### config.mk
export PLATFORM = sky130hd
export DESIGN_NAME = cpu_opfetch
export DESIGN_NICKNAME = d
export VERILOG_FILES = /design/src/rtl/cpu_opfetch.sv
export SDC_FILE = /design/constraint.sdc
export NUM_CORES = 1
export LEC_CHECK = 0
export ABC_AREA = 1
export CORE_MARGIN = 4
export CORE_UTILIZATION = 50
export DETAILED_ROUTE_END_ITERATION = 16
export GPL_TIMING_DRIVEN = 0
export PLACE_DENSITY = 0.82
export REMOVE_ABC_BUFFERS = 1
export SYNTH_ARGS = -nofsm -noshare
export SYNTH_HDL_FRONTEND = slang
export SYNTH_SLANG_ARGS = --single-unit
### constraint.sdc
create_clock -name clk -period 1.98 [get_ports clk]
set_input_delay 0.396 -clock clk [delete_from_list [all_inputs] [get_ports clk]]
set_output_delay 0.396 -clock clk [all_outputs]
set_load 0.02 [all_outputs]
### src/rtl/cpu_opfetch.sv
// Operand-fetch stage: issues register-file reads, waits out the one-cycle read,
// forwards writeback data the register file cannot return yet, and registers operands for execute.
module cpu_opfetch #(
  parameter int PAYLOAD_W = 32
) (
  input  logic                 clk,
  input  logic                 rst_n,
  input  logic                 flush,
  input  logic                 in_vld,
  output logic                 in_rdy,
  input  logic [3:0]           in_src1,
  input  logic [3:0]           in_src2,
  input  logic [3:0]           in_dst,
  input  logic [PAYLOAD_W-1:0] in_payload,
  output logic [3:0]           rf_sel1,
  output logic [3:0]           rf_sel2,
  input  logic [31:0]          rf_reg1,
  input  logic [31:0]          rf_reg2,
  input  logic                 wb_en,
  input  logic [3:0]           wb_sel,
  input  logic [31:0]          wb_data,
  output logic                 out_vld,
  input  logic                 out_rdy,
  output logic [31:0]          out_op1,
  output logic [31:0]          out_op2,
  output logic [3:0]           out_dst,
  output logic [PAYLOAD_W-1:0] out_payload
);

  typedef struct packed {
    logic [3:0]           src1;
    logic [3:0]           src2;
    logic [3:0]           dst;
    logic [PAYLOAD_W-1:0] payload;
  } req_t;

  req_t        in_req, a_req, b_req;
  logic        a_vld, b_vld;
  logic [31:0] b_op1, b_op2;
  logic        byp1, byp2;
  logic [31:0] bdata1, bdata2;
  logic        a_move, accept;
  logic [31:0] a_val1, a_val2, b_ld1, b_ld2;

  // Writeback to a nonzero register matching src; R0 never hits.
  function automatic logic wb_hit(input logic en, input logic [3:0] sel, input logic [3:0] src);
    return en && (sel == src) && (src != 4'd0);
  endfunction

  assign in_req = '{src1: in_src1, src2: in_src2, dst: in_dst, payload: in_payload};
  assign a_move = a_vld && (!b_vld || out_rdy);
  assign in_rdy = !a_vld || a_move;
  assign accept = in_vld && in_rdy;

  // A stalled keeps its selects so the register file re-reads them each cycle.
  assign rf_sel1 = in_rdy ? in_src1 : a_req.src1;
  assign rf_sel2 = in_rdy ? in_src2 : a_req.src2;

  assign a_val1 = (a_req.src1 == 4'd0) ? 32'd0 : (byp1 ? bdata1 : rf_reg1);
  assign a_val2 = (a_req.src2 == 4'd0) ? 32'd0 : (byp2 ? bdata2 : rf_reg2);
  assign b_ld1  = wb_hit(wb_en, wb_sel, a_req.src1) ? wb_data : a_val1;
  assign b_ld2  = wb_hit(wb_en, wb_sel, a_req.src2) ? wb_data : a_val2;

  always_ff @(posedge clk or negedge rst_n) begin
    if (!rst_n) begin
      a_vld  <= 1'b0;
      b_vld  <= 1'b0;
      a_req  <= '0;
      b_req  <= '0;
      b_op1  <= '0;
      b_op2  <= '0;
      byp1   <= 1'b0;
      byp2   <= 1'b0;
      bdata1 <= '0;
      bdata2 <= '0;
    end else begin
      byp1   <= !flush && wb_hit(wb_en, wb_sel, rf_sel1);
      byp2   <= !flush && wb_hit(wb_en, wb_sel, rf_sel2);
      bdata1 <= wb_data;
      bdata2 <= wb_data;
      if (flush) begin
        a_vld <= 1'b0;
        b_vld <= 1'b0;
      end else begin
        if (a_move) begin
          b_vld <= 1'b1;
          b_req <= a_req;
          b_op1 <= b_ld1;
          b_op2 <= b_ld2;
        end else if (b_vld && out_rdy) begin
          b_vld <= 1'b0;
        end else if (b_vld) begin
          // Held output tracks architectural state through writebacks.
          if (wb_hit(wb_en, wb_sel, b_req.src1)) b_op1 <= wb_data;
          if (wb_hit(wb_en, wb_sel, b_req.src2)) b_op2 <= wb_data;
        end
        if (accept) begin
          a_vld <= 1'b1;
          a_req <= in_req;
        end else if (a_move) begin
          a_vld <= 1'b0;
        end
      end
    end
  end

  assign out_vld     = b_vld;
  assign out_op1     = b_op1;
  assign out_op2     = b_op2;
  assign out_dst     = b_req.dst;
  assign out_payload = b_req.payload;

endmodule

; ---- Word-level counts from Yosys, hierarchy flattened
; Index checks and enable logic that the tools add are counted.
[op_classes]
eq_ne = 7
muxes = 22
bitwise = 1
reduce_logical = 39
[op_table]
columns = op, count
row1 = two-way mux 32 bit, 14
row2 = equality test 4 bit, 6
row3 = nonzero test 4 bit, 6
row4 = logical AND 1 bit, 17
row5 = logical NOT 4 bit, 2
row6 = two-way mux 4 bit, 2
row7 = AND reduction 4 bit, 2
row8 = two-way mux 1 bit, 6
row9 = nonzero test 2 bit, 3
row10 = nonzero test 3 bit, 2
row11 = AND reduction 2 bit, 2
row12 = logical NOT 1 bit, 3
row13 = logical OR 1 bit, 2
row14 = "inequality test 2 bit, second input constant", 1
row15 = inverter 1 bit, 1
[totals]
reg_bits = 188
input_bits = 150
output_inout_bits = 110
word_cells = 84

; ---- Longest topological paths before layout
; Gate-level depths: netlist of run 1.
[logic_depth]
depth_word = 9
depth_mapped = 12
mapped_depth_nobuf = 11

; ---- Least setup slack after synthesis of run 1
; No wires, ideal clock.
[synth_path]
path_type = register to output
from = reg b_vld (netlist: out_vld)
to = out rf_sel1[0]
arrival_time_ps = 1341
required_ps = 1584
setup_slack_ps = 243
path_stages_with_launch = 7
path_cell_list = dfrtp_1 -> inv_2 -> nor2_8 -> nand2_1 -> buf_2 -> nand2_1 -> and2_1
[synth_via]
elab_chain_len = 5
[synth_lines]
columns = item, line
row1 = "start, declared", 38  ; logic a_vld, b_vld;
row2 = "start signal, assigned", 67  ; b_vld <= 1'b0;
row3 = "start signal, assigned", 83  ; b_vld <= 1'b0;
row4 = "start signal, assigned", 86  ; b_vld <= 1'b1;
row5 = logical NOT 1 bit, 51  ; assign a_move = a_vld && (!b_vld || out_rdy);
row6 = logical OR 1 bit, 51
row7 = logical AND 1 bit, 51
row8 = logical OR 1 bit, 52  ; assign in_rdy = !a_vld || a_move;
row9 = named net in_rdy, 10  ; output logic in_rdy,
row10 = two-way mux 4 bit, 56  ; assign rf_sel1 = in_rdy ? in_src1 : a_req.src1;
row11 = "end, declared", 15  ; output logic [3:0] rf_sel1,
; The timed path passes the listed nets, and every way through them passes these cells.

; ---- Worst setup path in the final report of run 1
[layout_path]
from = reg b_vld (netlist: out_vld)
to = out rf_sel2[3]
[layout_via]
elab_chain_len = 5
[layout_lines]
columns = item, line
row1 = logical NOT 1 bit, 51
row2 = logical OR 1 bit, 51
row3 = logical AND 1 bit, 51
row4 = logical OR 1 bit, 52
row5 = two-way mux 4 bit, 57  ; assign rf_sel2 = in_rdy ? in_src2 : a_req.src2;
row6 = "end, declared", 16  ; output logic [3:0] rf_sel2,
; Every way passes these cells.

==> reports/qor.log, run 1 <==
qor: logic_synthesis.synth-seq-area-share 0.474
qor: grt.gr-usage-met1 0.374
qor: grt.grt_most_used_layer met2
qor: timing.timing.fmax 477 MHz
qor: timing.fin_worst_skew 0.00986 ns
qor: grt.grt_start_max_net_pins 122
qor: layout.flow.area_growth_from_synthesis 39.7%
qor: timing.final.hold.worst_slack 0.458 ns
qor: placement.gpl.final_weighted_congestion 0.876
qor: worst_setup_path.rr_endpoint byp1
qor: timing.rsz0062_at_grt true
qor: worst_hold_path.min_delay_path_depth 1
qor: logic_synthesis.synth_seq_cells 188
qor: timing.slew-limit-headroom 0.530
qor: worst_setup_path.ordered_list_of_cells_on_the_worst_path nand2_2 -> nor2_4 -> buf_6 -> buf_6 -> nand2_4 -> nand2_4 -> inv_2 -> buf_6
qor: worst_setup_path.r2r.worst_path.cells 13
qor: timing.fin_worst_setup_slack -0.119 ns
qor: drt.drt-wirelength-per-cell 18.9 um
qor: grt.total_global_routing_track_utilization 0.298
qor: grt.grt.met3_usage 0.0972
qor: timing.min_period 2.10 ns
qor: worst_setup_path.worst_path_largest_cell_delay 0.42 ns
qor: timing.setup_viol 9
qor: placement.dp_hpwl 18900 um
qor: floorplanning.die_height 149 um
qor: timing.timing.final.hold_violations 0
qor: worst_hold_path.holdCritStartpoint wb_data[5]
qor: worst_setup_path.worst_r2r_startpoint out_vld
qor: power.power_density 913 mW/mm^2
qor: grt.initial_antenna_violation_count 1
qor: layout.antenna_cells_inserted 0
qor: outcome.failed_checks negative setup slack
qor: logic_synthesis.postSynthAreaPerCell 7.63 um^2
qor: layout.instances_no_fill 1816
qor: logic_synthesis.synth_top_cells_by_area dfrtp_1 47%, nand2_1 21%, inv_1 6.4%, o21ai_0 4.4%, nand3_1 3.8%
qor: flow_run.max_capacitance_violation_count 0
qor: layout.share_of_final_layout_standard_cells_stronger_than_drive_strength_1 0.126
qor: floorplanning.floorplan.io_pins 260
qor: worst_setup_path.worst_setup_path_start_kind register
qor: cts.path_clk_slew 0.08 ns
qor: drt.avgViaCountPerCell 5.22
qor: cts.cts_buffer_depth 2
qor: drt.via_count 9477
qor: drt.detail_route.drc_violations 0
qor: floorplanning.die_width 149 um
qor: outcome.outcome finished with violations
qor: floorplanning.floorplan.rows 51
qor: logic_synthesis.synth.lib_cells_used.distinct 23
qor: drt.first_pass_iters 7
qor: layout.final_net_count 1688
qor: drt.final_antenna_net_count 0
qor: cts.tritoncts yes
qor: grt.globalRouteOverflowTotal 0
qor: worst_setup_path.critical_path.max_fanout 5
qor: grt.met2_demand_to_capacity_share_in_global_routing 0.482
qor: worst_setup_path.register_to_register_setup_slack 0 ns
qor: grt.wire_length_of_the_first_global_routing_pass 51200 um
qor: worst_hold_path.timing.hold.worst.class in -> reg
qor: worst_setup_path.worst-setup-path-type reg -> out
qor: worst_setup_path.timing.critical_path.required 1.58 ns
qor: floorplanning.initial_utilization 0.508
qor: worst_setup_path.worst_path_max_delay_cell dfrtp_1
qor: floorplanning.fp.dieArea 0.0222 mm^2
qor: drt.dr.first_iter.drc_count 710
qor: logic_synthesis.post-synth-top-area-fraction 0.474
qor: worst_setup_path.crit_buf_inv 4
qor: cts.clk-insertion-delay-late 0.44 ns
qor: placement.place_inst 1731
qor: worst_setup_path.cpMostUsedCell buf_6
qor: worst_setup_path.setup.worst_path.end_class primary output
qor: logic_synthesis.syn_area 0.00993 mm^2
qor: cts.cts-root-buf clkbuf_16
qor: worst_setup_path.critical_path.top_delay_family simple AND/OR/NAND/NOR gates
qor: placement.port_buf_inserts 259
qor: timing.drv_slew 0
qor: cts.cts_max_level 4
qor: cts.cts_num_sinks 188
qor: timing.max_slew.worst_pin.slew 0.703 ns
qor: timing.final_min_period_over_clock_period 1.06
qor: worst_hold_path.hold_path_end bdata2[5]
qor: power.leak_pwr 0.00716 uW
qor: worst_setup_path.cp_data_arrival_time 1.70 ns
qor: floorplanning.core_area 0.0195 mm^2
qor: cts.clock_buffers_created_by_tritoncts 17
qor: drt.finalWirelength 34300 um
qor: logic_synthesis.synth_warnings 0
qor: logic_synthesis.netlist.top_cell.by_area dfrtp_1
qor: logic_synthesis.syn_inst 1301
qor: grt.vias_in_the_first_global_route 9258
qor: power.ir_drop 617 uV
[worst max-delay path by stage]
stage	start	end	slack (ns)	cells after the start
floorplan	out_vld	a_req[10]	-1.11	5
detailed placement	wb_sel[3]	out_op1[8]	-1.50	11
global route	out_vld	rf_sel2[3]	-0.16	8
finish	out_vld	rf_sel2[3]	-0.12	8
CTS	out_vld	rf_sel2[0]	-0.11	6
global placement	rst_n	out_payload[11]	-7.49	1
[cell usage in the layout (no fill, tap or decap), drive strengths merged]
| cell type | n |
|---|---|
| nand2 | 569 |
| clkdlybuf4s50 | 243 |
| dfrtp | 188 |
| inv | 180 |
| o21ai | 89 |
| nand3 | 82 |
| mux2 | 60 |
| buf | 55 |
| nor2 | 33 |
| clkbuf | 19 |
| a21oi | 13 |
| clkinv | 10 |
| dlymetal6s2s | 3 |
| dlygate4sd2 | 3 |
| and2 | 2 |
| clkinvlp | 1 |
| dlygate4sd3 | 1 |
[where the power goes]
| group | switching, uW | total [uW] | internal [uW] |
|---|---|---|---|
| Sequential | 424 | 4990 | 4560 |
| Combinational | 2270 | 4170 | 1890 |
| Clock | 1790 | 3520 | 1730 |
| Total | 4490 | 12700 | 8190 |
[registers in the layout, indices dropped and copies added, names as in the netlist]
name / flops
a_req: 44
a_vld: 1
b_req: 8
bdata2: 32
byp1: 1
byp2: 1
out_dst: 4
out_op1: 32
out_op2: 32
out_payload: 32
out_vld: 1
[metal layers]
metal | up-vias | share of wire
met5 | - | 0.00055
met4 | 2 | 0.032
met3 | 97 | 0.12
met2 | 547 | 0.47
met1 | 4422 | 0.38
li1 | 4409 | -
[what timing repair did]
| item | CTS | global route |
|---|---|---|
| buffers inserted | 32 | 8 |
| hold buffers | 1 | 0 |
| resized for setup | 96 | 44 |
| pin swaps | 18 | 10 |
| setup endpoints to repair | 161 | 99 |
| hold endpoints to repair | 67 | 0 |
| gates cloned | 10 | 2 |
[through the flow]
| stage | power (uW) | setup slack [ns] | util | TNS [ns] | cell area [um^2] |
|---|---|---|---|---|---|
| finish | 12700 | -0.119 | 0.711 | -0.291 | 13900 |
| global route | 13300 | -0.165 | 0.711 | -1.69 | 13900 |
| CTS | 12600 | -0.111 | 0.698 | -0.204 | 13600 |
| detailed placement | 8850 | -1.50 | 0.633 | -178.60 | 12400 |
| global placement | 8740 | -7.49 | 0.625 | -1733.00 | 12200 |
| floorplan | 6840 | -1.11 | - | -93.10 | 9280 |
[cells in the mapped netlist (all sizes together)]
cell and n:
buf 91, and2 2, dfrtp 188, clkbuf 9, inv 176, o21ai 89, nor2 30, mux2 60
nand3 80, a21oi 11, nand2 565
[logic make-up after synthesis]
family / after synthesis / synth area share
AOI/OAI and AO/OA: 100 / 0.0531
and+or+nand+nor: 677 / 0.274
DFF: 188 / 0.474
buffers and inverters: 276 / 0.131
muxes: 60 / 0.0681
[final cells by class]
type                       instances  area [um^2]
fill                            1436         5650
multi-input combinational        848         4340
tap                              265          332
inverter                         176          663
sequential                       188         4710
clock inverter                    15          200
timing repair buffer             307         3210
clock buffer                      17          425
(Power assumes the default switching activity.)
==> inputs of run 2 (changes only) <==
SKIP_LAST_GASP = 1   (was unset)
==> run 2 against run 1 <==
Net effect:
- the flow still finishes with violations (negative setup slack)
- register-to-register slack got worse by 0.04 ns
- sequential power about the same
- global-route usage about the same
- setup slack got worse by 0.034 ns
- critical endpoint is now rf_sel1[2]
- sequential share of layout area about the same
- first-iteration DRC count increased by 8.0%
- non-clock buffer count increased by 4
- combinational power about the same
- count of clock-buffer cells in the layout unchanged
- hold slack improved by 0.0046 ns
- final cell count increased by 0.33%
- utilization decreased by 0.077 points
==> reports/qor.log, run 2 (same netlist as run 1, synthesis figures left out) <==
qor: worst_setup_path.worst_setup_path_start_kind register
qor: floorplanning.die_height 149 um
qor: layout.flow.area_growth_from_synthesis 39.6%
qor: grt.wire_length_of_the_first_global_routing_pass 51100 um
qor: grt.met2_demand_to_capacity_share_in_global_routing 0.484
qor: placement.port_buf_inserts 259
qor: drt.drt-wirelength-per-cell 18.8 um
qor: drt.avgViaCountPerCell 5.21
qor: drt.final_antenna_net_count 0
qor: grt.grt_most_used_layer met2
qor: floorplanning.floorplan.io_pins 260
qor: layout.final_core_utilization 0.710
qor: worst_setup_path.ordered_list_of_cells_on_the_worst_path nand2_2 -> nor2_4 -> buf_4 -> buf_6 -> nand2_1 -> nand2_2 -> inv_1 -> buf_6
qor: timing.drv_slew 0
qor: outcome.outcome finished with violations
qor: outcome.failed_checks negative setup slack
qor: grt.grt_start_max_net_pins 122
qor: power.ir_drop 613 uV
qor: worst_setup_path.timing.critical_path.required 1.58 ns
qor: cts.tritoncts yes
qor: grt.gr-usage-met1 0.372
qor: worst_setup_path.critical_path.max_fanout 4
qor: cts.clock_buffers_created_by_tritoncts 17
qor: timing.rsz0062_at_grt true
qor: timing.setup_viol 15
qor: placement.dp_hpwl 18900 um
qor: timing.final_min_period_over_clock_period 1.08
qor: timing.max_slew.worst_pin.slew 0.679 ns
qor: timing.slew-limit-headroom 0.546
qor: worst_setup_path.cp_data_arrival_time 1.74 ns
qor: placement.gpl.final_weighted_congestion 0.876
qor: cts.cts-root-buf clkbuf_16
qor: worst_hold_path.timing.hold.worst.class in -> reg
qor: power.power_density 914 mW/mm^2
qor: layout.final_net_count 1693
qor: timing.fin_worst_setup_slack -0.153 ns
qor: grt.vias_in_the_first_global_route 9281
qor: layout.share_of_final_layout_standard_cells_stronger_than_drive_strength_1 0.121
qor: floorplanning.initial_utilization 0.508
qor: layout.registers.top_by_ff_count a_req
qor: layout.most-common-layout-cells 545 x nand2_1, 243 x clkdlybuf4s50_1, 185 x dfrtp_1
qor: drt.dr.first_iter.drc_count 767
qor: floorplanning.core_area 0.0195 mm^2
qor: power.leak_pwr 0.00717 uW
qor: worst_setup_path.worst_path_max_delay_cell dfrtp_1
qor: worst_setup_path.setup.worst_path.end_class primary output
qor: floorplanning.die_width 149 um
qor: cts.cts_buffer_depth 2
qor: layout.largest_reg_flops 44
qor: timing.timing.fmax 469 MHz
qor: cts.cts_num_sinks 188
qor: floorplanning.fp.dieArea 0.0222 mm^2
qor: grt.total_global_routing_track_utilization 0.298
qor: placement.place_ws -1.50 ns
qor: layout.final_common_cell nand2_1
qor: floorplanning.floorplan.rows 51
qor: worst_setup_path.worst_path_largest_cell_delay 0.42 ns
qor: drt.first_pass_iters 6
qor: timing.fin_worst_skew 0.0115 ns
qor: drt.detail_route.drc_violations 0
qor: flow_run.max_capacitance_violation_count 0
qor: drt.via_count 9495
qor: grt.grt.met3_usage 0.0969
qor: timing.timing.final.hold_violations 0
qor: cts.path_clk_slew 0.08 ns
qor: timing.min_period 2.13 ns
qor: drt.finalWirelength 34300 um
qor: cts.cts_max_level 4
qor: grt.initial_antenna_violation_count 2
qor: grt.globalRouteOverflowTotal 0
qor: layout.multi_input_area 0.00430 mm^2
qor: cts.clk-insertion-delay-late 0.44 ns
qor: layout.n_fill_cell 1447
qor: layout.seqCellArea 0.00471 mm^2
qor: worst_setup_path.worst-setup-path-type reg -> out
## run 2: cell count changes in the layout (fill, tap and decap cells not counted), sizes merged
cell   previous run  this run
diode             0         1
nand2           569       570
buf              55        59
## run 2: area by class of cell
type | instances | area share
Sequential cell | 188 | 0.340
Multi-Input combinational cell | 849 | 0.310
Timing Repair Buffer | 311 | 0.233
Inverter | 176 | 0.0478
Clock buffer | 17 | 0.0307
Tap cell | 265 | 0.0239
Clock inverter | 15 | 0.0144
Antenna cell | 1 | 0.000181
## run 2: per-stage QoR
stage | power (uW) | area (um^2) | setup TNS (ns) | hold slack [ns] | cells
global placement | 8740 | 12200 | -1733.00 | 0.461 | 1725
finish | 12700 | 13900 | -0.921 | 0.462 | 1822
detailed placement | 8850 | 12400 | -178.60 | 0.385 | 1731
floorplan | 6840 | 9280 | -93.10 | 0.100 | 1201
CTS | 12600 | 13600 | -2.33 | 0.438 | 1806
global route | 13300 | 13900 | -4.53 | 0.443 | 1822
## run 2: power by group
group / total [uW] / internal, uW / leakage, uW / switching, uW
clock: 3530 / 1730 / 0.000295 / 1800
sequential: 4990 / 4560 / 0.00228 / 426
combinational: 4150 / 1890 / 0.00459 / 2260
total: 12700 / 8180 / 0.00717 / 4480
## run 2: final timing paths
path / cells past startpoint / end / startpoint / slack (ns)
max in group asynchronous: 3 / byp2 / rst_n / 0.44
min in group asynchronous: 2 / out_op1[8] / rst_n / 0.49
worst min-delay path: 1 / bdata2[15] / wb_data[15] / 0.46
worst max register to register: 11 / out_op2[11] / a_req[39] / -0.04
worst max-delay path: 8 / rf_sel1[2] / out_vld / -0.15
worst min register to register: 2 / out_op2[5] / out_op2[5] / 0.48
## run 2: critical path: cells and delay by family, from the launching register on
kind	cells	cell delay [ns]
and+or+nand+nor	4	0.45
DFF	1	0.42
buffers and inverters	4	0.42
## run 2: layer usage
layer,wire [um],vias up
met5,19,-
met4,974,2
met3,4360,84
met2,16000,560
met1,12900,4421
li1,-,4428
## run 2: what timing repair did
action,4_1_cts,5_1_grt
hold endpoints to repair,67,0
cloned,10,3
setup endpoints to repair,161,129
hold buffers,1,0
pin swaps,17,7
setup buffers,32,12
gates resized for setup,89,30
==> inputs of run 3 (changes only) <==
CORE_UTILIZATION = 51   (was 50)
CTS_BUF_LIST = sky130_fd_sc_hd__clkbuf_2 sky130_fd_sc_hd__clkbuf_4 sky130_fd_sc_hd__clkbuf_8   (was unset)
PLACE_DENSITY = 0.94   (was 0.82)
==> run 3 against run 2 <==
Net effect:
- the flow still finishes with violations (negative setup slack)
- largest cell class unchanged
- first-iteration DRC count increased by 5.9%
- largest power group unchanged
- design area decreased by 1.8%
- routed wire length increased by 3.6%
- via count increased by 4.7%
==> reports/qor.log, run 3 (same netlist as run 1, synthesis figures left out) <==
qor: outcome.outcome finished with violations
qor: outcome.failed_checks negative setup slack
qor: drt.wl_met2 16100 um
qor: layout.multi_input_area 0.00430 mm^2
qor: layout.final_common_cell nand2_1
qor: worst_setup_path.rr_endpoint a_req[26]
qor: drt.detail_route.drc_violations 0
qor: worst_setup_path.setup.worst_path.end_class primary output
qor: worst_setup_path.timing.critical_path.required 1.58 ns
qor: floorplanning.fp.dieArea 0.0218 mm^2
qor: floorplanning.floorplan.rows 50
qor: timing.fin_worst_skew 0.0283 ns
qor: layout.antenna_cells_inserted 0
qor: placement.placed_area 0.0124 mm^2
qor: floorplanning.die_width 148 um
qor: cts.clk-insertion-delay-late 0.49 ns
qor: worst_setup_path.cp_data_arrival_time 1.73 ns
qor: timing.max_slew.worst_pin.slew 0.667 ns
qor: timing.timing.final.hold_violations 0
qor: worst_setup_path.worst_path_largest_cell_delay 0.46 ns
qor: drt.finalWirelength 35500 um
qor: layout.seqCellArea 0.00471 mm^2
qor: worst_setup_path.worst_path_max_delay_cell dfrtp_1
qor: timing.rsz0062_at_grt true
qor: cts.tritoncts yes
qor: timing.fin_worst_setup_slack -0.146 ns
qor: cts.cts-root-buf clkbuf_8
qor: placement.gpl.final_weighted_congestion 0.852
qor: placement.place_ws -1.53 ns
qor: worst_setup_path.r2r.worst_path.cells 5
qor: drt.dr_wl_met3 5040 um
qor: layout.largest_reg_flops 44
qor: floorplanning.die_height 148 um
qor: layout.most-common-layout-cells 539 x nand2_1, 244 x clkdlybuf4s50_1, 186 x dfrtp_1
qor: timing.final.hold.worst_slack 0.397 ns
qor: cts.clock_buffers_created_by_tritoncts 17
qor: grt.grt_start_max_net_pins 70
qor: drt.routedLengthMet1 12700 um
qor: worst_setup_path.worst_setup_path_start_kind register
qor: cts.cts_max_level 4
qor: worst_setup_path.register_to_register_setup_slack 0.01 ns
qor: drt.top_signal_layer_used met4
qor: placement.dp_hpwl 19900 um
qor: layout.registers.top_by_ff_count a_req
qor: timing.min_period 2.13 ns
qor: layout.n_fill_cell 1315
qor: floorplanning.floorplan.io_pins 260
qor: worst_setup_path.worst_r2r_startpoint a_vld
qor: worst_setup_path.worst-setup-path-type reg -> out
qor: floorplanning.core_area 0.0190 mm^2
qor: drt.first_pass_iters 6
qor: flow_run.max_capacitance_violation_count 0
qor: drt.final_antenna_net_count 0
qor: worst_hold_path.timing.hold.worst.class in -> reg
qor: layout.final_net_count 1685
qor: worst_hold_path.holdCritStartpoint wb_data[11]
qor: power.leak_pwr 0.00702 uW
qor: layout.share_of_final_layout_standard_cells_stronger_than_drive_strength_1 0.120
qor: layout.flow.area_growth_from_synthesis 37.1%
qor: cts.cts_buffer_depth 2
qor: worst_hold_path.min_delay_path_depth 1
qor: cts.cts_num_sinks 188
qor: floorplanning.initial_utilization 0.524
qor: worst_setup_path.critical_path.max_fanout 5
qor: power.power_density 877 mW/mm^2
qor: grt.wire_length_of_the_first_global_routing_pass 53400 um
qor: timing.slew-limit-headroom 0.554
qor: grt.vias_in_the_first_global_route 9744
qor: grt.globalRouteOverflowTotal 0
qor: drt.via_count 9944
qor: layout.layout_cell_area_excl_fill 0.0136 mm^2
qor: power.ir_drop 681 uV
qor: worst_setup_path.crit_start a_vld
qor: timing.drv_slew 0
qor: drt.drt-wirelength-per-cell 19.6 um
qor: cts.path_clk_slew 0.13 ns
qor: timing.timing.fmax 470 MHz
qor: worst_setup_path.ordered_list_of_cells_on_the_worst_path inv_4 -> nor2_4 -> buf_6 -> buf_6 -> nand2_4 -> nand2_4 -> inv_2 -> buf_6
qor: drt.dr.first_iter.drc_count 812
qor: drt.avgViaCountPerCell 5.50
qor: timing.final_min_period_over_clock_period 1.07
qor: worst_hold_path.hold_path_end bdata2[11]
qor: grt.initial_antenna_violation_count 0
qor: grt.total_global_routing_track_utilization 0.313
qor: placement.port_buf_inserts 259
qor: timing.setup_viol 9
qor: worst_setup_path.cpMostUsedCell buf_6
-- run 3: area by class of cell --
| type | count | share of cell area |
|---|---|---|
| multi-input combinational | 847 | 0.316 |
| timing repair buffer | 305 | 0.234 |
| clock buffer | 17 | 0.0172 |
| inverter | 176 | 0.0487 |
| tap | 260 | 0.0239 |
| sequential | 188 | 0.346 |
| clock inverter | 15 | 0.0145 |
-- run 3: worst max path at each step --
stage | endpoint | slack, ns | depth (start not counted)
global route | rf_sel2[3] | -0.19 | 8
finish | rf_sel2[3] | -0.15 | 8
floorplan | a_req[10] | -1.11 | 5
CTS | rf_sel2[2] | -0.17 | 7
global placement | a_req[17] | -7.47 | 1
detailed placement | out_op2[18] | -1.53 | 11
-- run 3: per-stage QoR --
step                      power, uW  instances  setup TNS (ns)  utilization
after detailed placement       8890       1727         -169.51        0.653
after global routing          12500       1808           -1.86        0.718
after floorplan                6840       1201          -93.10            -
after global placement         8720       1720        -1712.64        0.644
after CTS                     11800       1792           -1.57        0.704
final                         11900       1808          -0.871        0.718
-- run 3: what timing repair did --
action                                  in CTS  in global routing
pin swaps                                   12                 11
buffers inserted                            23                 15
hold buffers                                 1                  0
endpoints found under the setup margin     148                110
resized for setup                           95                 29
hold endpoints to repair                    58                  0
gates cloned                                 9                  1
-- run 3: worst max-delay path: cells and delay by family (launching register included) --
| kind | cells | cell delay [ns] |
|---|---|---|
| flip-flops | 1 | 0.46 |
| buffers and inverters | 5 | 0.46 |
| AND/OR/NAND/NOR | 3 | 0.31 |
-- run 3: power breakdown --
group	switching, uW	internal (uW)	total (uW)	leakage [uW]
Combinational	2300	1890	4190	0.00454
Clock	1730	988	2720	0.000207
Sequential	460	4560	5020	0.00228
-- run 3: metal layers --
layer  up-vias  global-route usage
li1       4411                   -
met1      4629               0.392
met2       753               0.500
met3       151              0.0990
met4         0               0.139
met5         -                   0
